`config.mk`:
```
export PLATFORM = sky130hd
export DESIGN_NAME = iob_pfsm_in_cond
export DESIGN_NICKNAME = d
export VERILOG_FILES = /design/src/rtl/iob_pfsm_in_cond_pkg.sv /design/src/rtl/iob_pfsm_in_bit.sv /design/src/rtl/iob_reg_r.sv /design/src/rtl/iob_pfsm_in_cond.sv
export SDC_FILE = /design/constraint.sdc
export NUM_CORES = 1
export LEC_CHECK = 0
export BUFFER_PORTS_ARGS = -buffer_cell sky130_fd_sc_hd__buf_2
export CAP_MARGIN = 20
export CORE_UTILIZATION = 38
export CTS_CLUSTER_DIAMETER = 60
export DETAILED_ROUTE_END_ITERATION = 8
export PLACE_DENSITY = 0.56
export REMOVE_ABC_BUFFERS = 1
export SYNTH_ARGS = -nofsm -noshare
export SYNTH_HDL_FRONTEND = slang
export SYNTH_SLANG_ARGS = --single-unit
```
`constraint.sdc`:
```
create_clock -name clk_i -period 4.4 [get_ports clk_i]
set_input_delay 0.44 -clock clk_i [delete_from_list [all_inputs] [get_ports clk_i]]
set_output_delay 0.44 -clock clk_i [all_outputs]
set_load 0.01 [all_outputs]
```
`src/rtl/iob_pfsm_in_cond_pkg.sv`:
```
// iob_pfsm_in_cond_pkg: mode encodings and output selection for the PFSM input conditioner
package iob_pfsm_in_cond_pkg;
    localparam logic [1:0] MODE_LEVEL = 2'd0;
    localparam logic [1:0] MODE_RISE  = 2'd1;
    localparam logic [1:0] MODE_FALL  = 2'd2;
    localparam logic [1:0] MODE_BOTH  = 2'd3;

    function automatic logic mode_out(input logic [1:0] m, input logic s, input logic sd);
        return m == MODE_LEVEL ? s :
               m == MODE_RISE  ? s & ~sd :
               m == MODE_FALL  ? ~s & sd : s ^ sd;
    endfunction
endpackage

```
`src/rtl/iob_pfsm_in_bit.sv`:
```
// iob_pfsm_in_bit: sync, invert, debounce and level/edge selection for one input bit
module iob_pfsm_in_bit
    import iob_pfsm_in_cond_pkg::*;
#(
    parameter int DBNC_W = 8
) (
    input  logic              clk_i,
    input  logic              cke_i,
    input  logic              arst_i,
    input  logic              rst_i,
    input  logic              in_i,
    input  logic [1:0]        mode_i,
    input  logic              invert_i,
    input  logic [DBNC_W-1:0] dbnc_i,
    output logic              out_o,
    output logic              diff_o
);
    logic r_s1, r_s2, r_stable, r_stable_d;
    logic [DBNC_W-1:0] r_cnt;
    logic w_c, w_stable_nxt, w_out_nxt;
    logic [DBNC_W-1:0] w_cnt_nxt;

    // >= rather than == so a threshold lowered below the running count still fires
    always_comb begin
        w_c          = r_s2 ^ invert_i;
        w_stable_nxt = (w_c != r_stable && r_cnt >= dbnc_i) ? w_c : r_stable;
        w_cnt_nxt    = (w_c == r_stable || r_cnt >= dbnc_i) ? '0 : (&r_cnt ? r_cnt : r_cnt + 1'b1);
        w_out_nxt    = mode_out(mode_i, r_stable, r_stable_d);
        diff_o       = r_stable ^ r_stable_d;
    end

    iob_reg_r #(.DATA_W(1)) u_s1 (.clk_i(clk_i), .cke_i(cke_i), .arst_i(arst_i), .rst_i(rst_i), .data_i(in_i), .data_o(r_s1));
    iob_reg_r #(.DATA_W(1)) u_s2 (.clk_i(clk_i), .cke_i(cke_i), .arst_i(arst_i), .rst_i(rst_i), .data_i(r_s1), .data_o(r_s2));
    iob_reg_r #(.DATA_W(DBNC_W)) u_cnt (.clk_i(clk_i), .cke_i(cke_i), .arst_i(arst_i), .rst_i(rst_i), .data_i(w_cnt_nxt), .data_o(r_cnt));
    iob_reg_r #(.DATA_W(1)) u_stable (.clk_i(clk_i), .cke_i(cke_i), .arst_i(arst_i), .rst_i(rst_i), .data_i(w_stable_nxt), .data_o(r_stable));
    iob_reg_r #(.DATA_W(1)) u_stable_d (.clk_i(clk_i), .cke_i(cke_i), .arst_i(arst_i), .rst_i(rst_i), .data_i(r_stable), .data_o(r_stable_d));
    iob_reg_r #(.DATA_W(1)) u_out (.clk_i(clk_i), .cke_i(cke_i), .arst_i(arst_i), .rst_i(rst_i), .data_i(w_out_nxt), .data_o(out_o));
endmodule

```
`src/rtl/iob_reg_r.sv`:
```
// iob_reg_r: clock-enabled register with async and sync reset to zero
module iob_reg_r #(
    parameter int DATA_W = 1
) (
    input  logic              clk_i,
    input  logic              cke_i,
    input  logic              arst_i,
    input  logic              rst_i,
    input  logic [DATA_W-1:0] data_i,
    output logic [DATA_W-1:0] data_o
);
    always_ff @(posedge clk_i or posedge arst_i)
        if (arst_i) data_o <= '0;
        else if (cke_i) data_o <= rst_i ? '0 : data_i;
endmodule

```
`src/rtl/iob_pfsm_in_cond.sv`:
```
// iob_pfsm_in_cond: per-bit conditioner array feeding the PFSM input_ports bus
module iob_pfsm_in_cond #(
    parameter int INPUT_W = 1,
    parameter int DBNC_W  = 8
) (
    input  logic                 clk_i,
    input  logic                 cke_i,
    input  logic                 arst_i,
    input  logic                 rst_i,
    input  logic [INPUT_W-1:0]   in_i,
    input  logic [2*INPUT_W-1:0] mode_i,
    input  logic [INPUT_W-1:0]   invert_i,
    input  logic [DBNC_W-1:0]    dbnc_i,
    output logic [INPUT_W-1:0]   input_ports_o,
    output logic                 changed_o
);
    logic [INPUT_W-1:0] w_diff;

    for (genvar i = 0; i < INPUT_W; i++) begin : g_bit
        iob_pfsm_in_bit #(.DBNC_W(DBNC_W)) u_bit (
            .clk_i(clk_i), .cke_i(cke_i), .arst_i(arst_i), .rst_i(rst_i),
            .in_i(in_i[i]), .mode_i(mode_i[2*i+1:2*i]), .invert_i(invert_i[i]),
            .dbnc_i(dbnc_i), .out_o(input_ports_o[i]), .diff_o(w_diff[i])
        );
    end

    iob_reg_r #(.DATA_W(1)) u_changed (
        .clk_i(clk_i), .cke_i(cke_i), .arst_i(arst_i), .rst_i(rst_i),
        .data_i(|w_diff), .data_o(changed_o)
    );
endmodule
```
# Word-level counts from Yosys, hierarchy flattened
# Index checks and enable logic that the tools add are counted.
# word_totals
ff_bits,14
in_bits,16
out_inout_bits,2
elab_cells,40
# op_classes
add_sub_neg,1
order_cmp,1
eq_ne,5
mux,13
bitwise,6
n_reduce_logical,7
# op_table
op,count
$mux W8,3
$mux W1,10
$add A8 B1 Y8 const B,1
$ge A8 B8 Y1,1
$reduce_and A8 Y1,1
$reduce_and A2 Y1,2
$ne A3 B2 Y1 const B,1
$and A1 B1 Y1,2
$eq A2 B1 Y1 const B,1
$eq A2 B2 Y1 const B,1
$logic_not A2 Y1,1
$not A1 Y1,2
$reduce_bool A2 Y1,1
$xor A1 B1 Y1,2
$eq A1 B1 Y1,1
$logic_and A1 B1 Y1,1
$logic_or A1 B1 Y1,1
$ne A1 B1 Y1,1

# Depth between registers and ports, before layout
# depth
depth_word,6
depth_mapped,7
depth_no_buf,7

# Modules after synthesis
# Synthesis repeated with hierarchy kept, for this count alone.
# hier_totals
hier_cells,118
hier_area_um2,1103.6
# modules_own_cells
mod,n_inst,cells_each,area_each_um2,seq_area_each_um2
iob_pfsm_in_bit,1,67,541.8,0.0
iob_reg_r at g_bit[0].u_bit.u_cnt,1,21,306.5,200.2
iob_reg_r at g_bit[0].u_bit.u_out ...,6,5,42.5,25.0

# Worst setup path after synthesis
# No wires, ideal clock.
# synth_path
path_type,register to register
start,reg g_bit[0].u_bit.u_cnt.data_o[0]
end,reg g_bit[0].u_bit.u_cnt.data_o[1]
arrival_ns,1.924
required_time_ns,4.318
path_slack_ns,2.393
stages_incl_launch_ff,8
period_less_slack_ns,2.007
path_cell_list,dfrtp_1 > inv_1 > ha_1 > nand2b_4 > a2111o_1 > a211oi_4 > nand4_1 > o22ai_1
# synth_between
elab_chain_cells,4
# synth_lines
element,line,source
from (decl),iob_reg_r.sv:10,output logic [DATA_W-1:0] data_o
from (signal assigned),iob_reg_r.sv:14,else if (cke_i) data_o <= rst_i ? '0 : data_i;
$add A8 B1 Y8 / $ge A8 B8 Y1 (equally long branches),iob_pfsm_in_bit.sv:27,w_cnt_nxt = (w_c == r_stable || r_cnt >= dbnc_i) ? '0 : (&r_cnt ? r_cnt : r_cnt + 1'b1);
$mux W8 / $logic_or A1 B1 Y1 (equally long branches),iob_pfsm_in_bit.sv:27,
$mux W8 / $ne A3 B2 Y1 (equally long branches),--,
$mux W8 / $reduce_and A2 Y1 (equally long branches),--,
# Parallel ways exist; a longest one is shown, timed or not. The select of a mux whose other input is x is not followed.
# A chain may end at the register's enable or synchronous reset.

# Worst setup path in the final report
# Ends and elaborated chain as after synthesis.

==> impl_results.md <==
* Status: finished clean
* Hold crit path type: in -> async
* # Post-CTS Setup Buffers at 0
* Post-synth top area share at around 37%
* Chip width at about 52 um
* Hold-fix buffers, CTS at 0
* Total Power at around 270 uW
* Gr usage total at between 15 and 20%
* Drt pass-1 iters at 4
* Minimum clock period at 2.24 ns
* Nets at 148
* Final hold violation count at 0
* Register area share after synthesis at 36.6%
* IO Pins at 18
* DR vias at approximately 840
* Routability congestion estimate at roughly 0.79
* CTS tree: built
* DRC viols at 0
* Clk root buf: clkbuf_4
* Slew Viols, Final at 0
* Crit end category: register
* Max_cap viols at 0
* Largest net degree at the start of global routing at 18
* HPWL Detailed at around 1500 um
* Area of the multi-input gates at 531 um^2
* Worst Skew at about 0.009 ns
* CTS H-tree depth at 1
* Leakage power total at roughly 0.00056 uW
* Critical Path RT at ~4.6 ns
* Ys Warns at 0
* Grt ovf at 0
* Vias per cell at ~5.6
* RSZ-0062 raised after global routing: no
* Vias in the first global route at about 810
* PwrDens at ~250 nW/um^2
* Most frequent cells in the layout: inv_1 (18), buf_2 (17), dfrtp_1 (14)
* N_diodes at 0
* Critical Path Start Type: register
* Peak supply drop at between 150 and 200 uV
* Worst EP arrival at 2.44 ns
* Post-synth cell types at 27
* Slew Limit Headroom at 55.6%
* Commonest non-fill, non-tap cell in the layout: inv_1
* Post-Syn Instances at between 100 and 150
* Final period util at about half
* Post-route setup TNS at 0 ns
* WS Path Type: reg -> reg
* FILL cells at roughly 230
* Post-CTS Resized at 0
* Drt wl/cell at around 13 um
* Number of synthesized register bits at 14
* First-pass GRT wire length at 3510 um
* Layout cells sized above 1 at roughly 20%
* Die height at approximately 52 um
* Synthesized cell area at about 960 um^2
* Max clock buf depth at 2
* Initial core utilization at a little over two fifths
* Post-Route WL at approximately 2000 um
* I/O Buffers at 17
* ANT nets after route at 0
* Area contributors post-synth: dfrtp_1 (37%), ha_1 (14%), inv_1 (7.1%), a21oi_1 (5.8%), nand3_1 (3.7%)
* Largest fanout on the critical path at 9
* F_max at 0.447 GHz
* Hold WS at roughly 0.18 ns
* Avg Cell Area, Syn at approximately 9.5 um^2
* Final setup vio count at 0
* CTS sink cnt at 14
* CTS Buf Count at 3
* Clock insertion delay at the later pin of the skew report at about 0.28 ns
* Worst-Margin Slew at 0.661 ns
* Die area at between 2000 and 3000 um^2
* Layout area overhead at 15.6%
* Clk slew on worst S/H paths at 0.09 ns
* Dominant cell type by area after synthesis: dfrtp_1
* CORE AREA at roughly 2300 um^2
* # rows at 17
* Antenna violations before repair at 0
* Register Area at 350 um^2
* Drt first-iter violations at 5
## worst max-delay path, cell delays in order, from the launching register on
cell and delay, ns:
dfrtp_1 0.46, inv_1 0.07, ha_1 0.27, nand2b_4 0.13, a2111o_1 0.46, a211oi_4 0.41, nand4_1 0.17, o22ai_1 0.18
## cell usage after synthesis
master,instances
a22o_1,3
xnor2_1,1
xor2_1,1
a2111o_1,1
clkbuf_1,2
and2_1,1
nor2_1,1
mux2i_1,1
o211ai_1,1
mux4_2,1
o21ai_0,4
nand2b_4,1
nand4_1,4
nand3_1,7
a21oi_1,11
a41oi_1,3
nand4bb_1,1
and4_1,2
ha_1,11
a31oi_1,3
o2bb2ai_1,1
o22ai_1,2
o311ai_1,1
inv_1,18
dfrtp_1,14
a211oi_4,1
nand2_1,4
## layout make-up
| cell class | count | area share [%] |
|---|---|---|
| inverters | 18 | 6.12 |
| flip-flops and latches | 14 | 31.7 |
| clock buffers | 4 | 3.28 |
| repair buffers | 17 | 7.70 |
| multi-input cells | 67 | 48.0 |
| well taps | 28 | 3.17 |
## sequential cells by signal (all words and copies together) (netlist names)
register and flops:
g_bit.u_bit.u_cnt.data_o 8, g_bit.u_bit.u_out.data_o 1, g_bit.u_bit.u_s1.data_o 1, g_bit.u_bit.u_s2.data_o 1
g_bit.u_bit.u_stable.data_o 1, g_bit.u_bit.u_stable_d.data_o 1, u_changed.data_o 1
## metrics by stage
step | cell area (um^2) | util (%) | instances | setup WS, ns
6_report | 1100 | 48.1 | 148 | 2.16
5_1_grt | 1100 | 48.1 | 148 | 2.02
4_1_cts | 1100 | 48.1 | 148 | 2.16
3_5_place_dp | 1070 | 46.5 | 144 | 2.15
3_3_place_gp | 1070 | 46.5 | 144 | 2.19
2_1_floorplan | 948 | - | 99 | 2.39
## metal layers
layer  track usage (%)  wire [um]  share of wire (%)
met5                 0          0                  0
met1              22.1        952                 48
met3              6.73         69                3.5
met2              28.2        934                 48
met4              4.39          9               0.46
## kinds of logic after synthesis
logic type | after synthesis | share of synthesized area, %
compound gates | 31 | 22.5
simple gates | 21 | 13.3
buf+inv | 20 | 7.85
flops | 14 | 36.6
fa+ha+maj | 11 | 14.4
xor+xnor | 2 | 1.83
mux | 2 | 3.40
## worst paths after layout
| kind | endpoint | startpoint | slack, ns | cells after the start |
|---|---|---|---|---|
| max | g_bit[0].u_bit.u_cnt.data_o[1] | g_bit[0].u_bit.u_cnt.data_o[0] | 2.16 | 7 |
| min | g_bit[0].u_bit.u_s1.data_o | arst_i | 0.18 | 2 |
| max reg2reg | g_bit[0].u_bit.u_cnt.data_o[1] | g_bit[0].u_bit.u_cnt.data_o[0] | 2.16 | 7 |
| min reg2reg | u_changed.data_o | u_changed.data_o | 0.52 | 1 |
| max in group asynchronous | g_bit[0].u_bit.u_cnt.data_o[0] | arst_i | 3.86 | 2 |
| min in group clk_i | g_bit[0].u_bit.u_s1.data_o | in_i | 0.36 | 2 |
## report_power, final
| group | internal (uW) | leakage (uW) | switching (uW) |
|---|---|---|---|
| Combinational | 19.0 | 0.000346 | 24.2 |
| Clock | 50.4 | 0.0000210 | 41.6 |
| Sequential | 132 | 0.000193 | 4.35 |
Power figures use the tool's default switching activity.
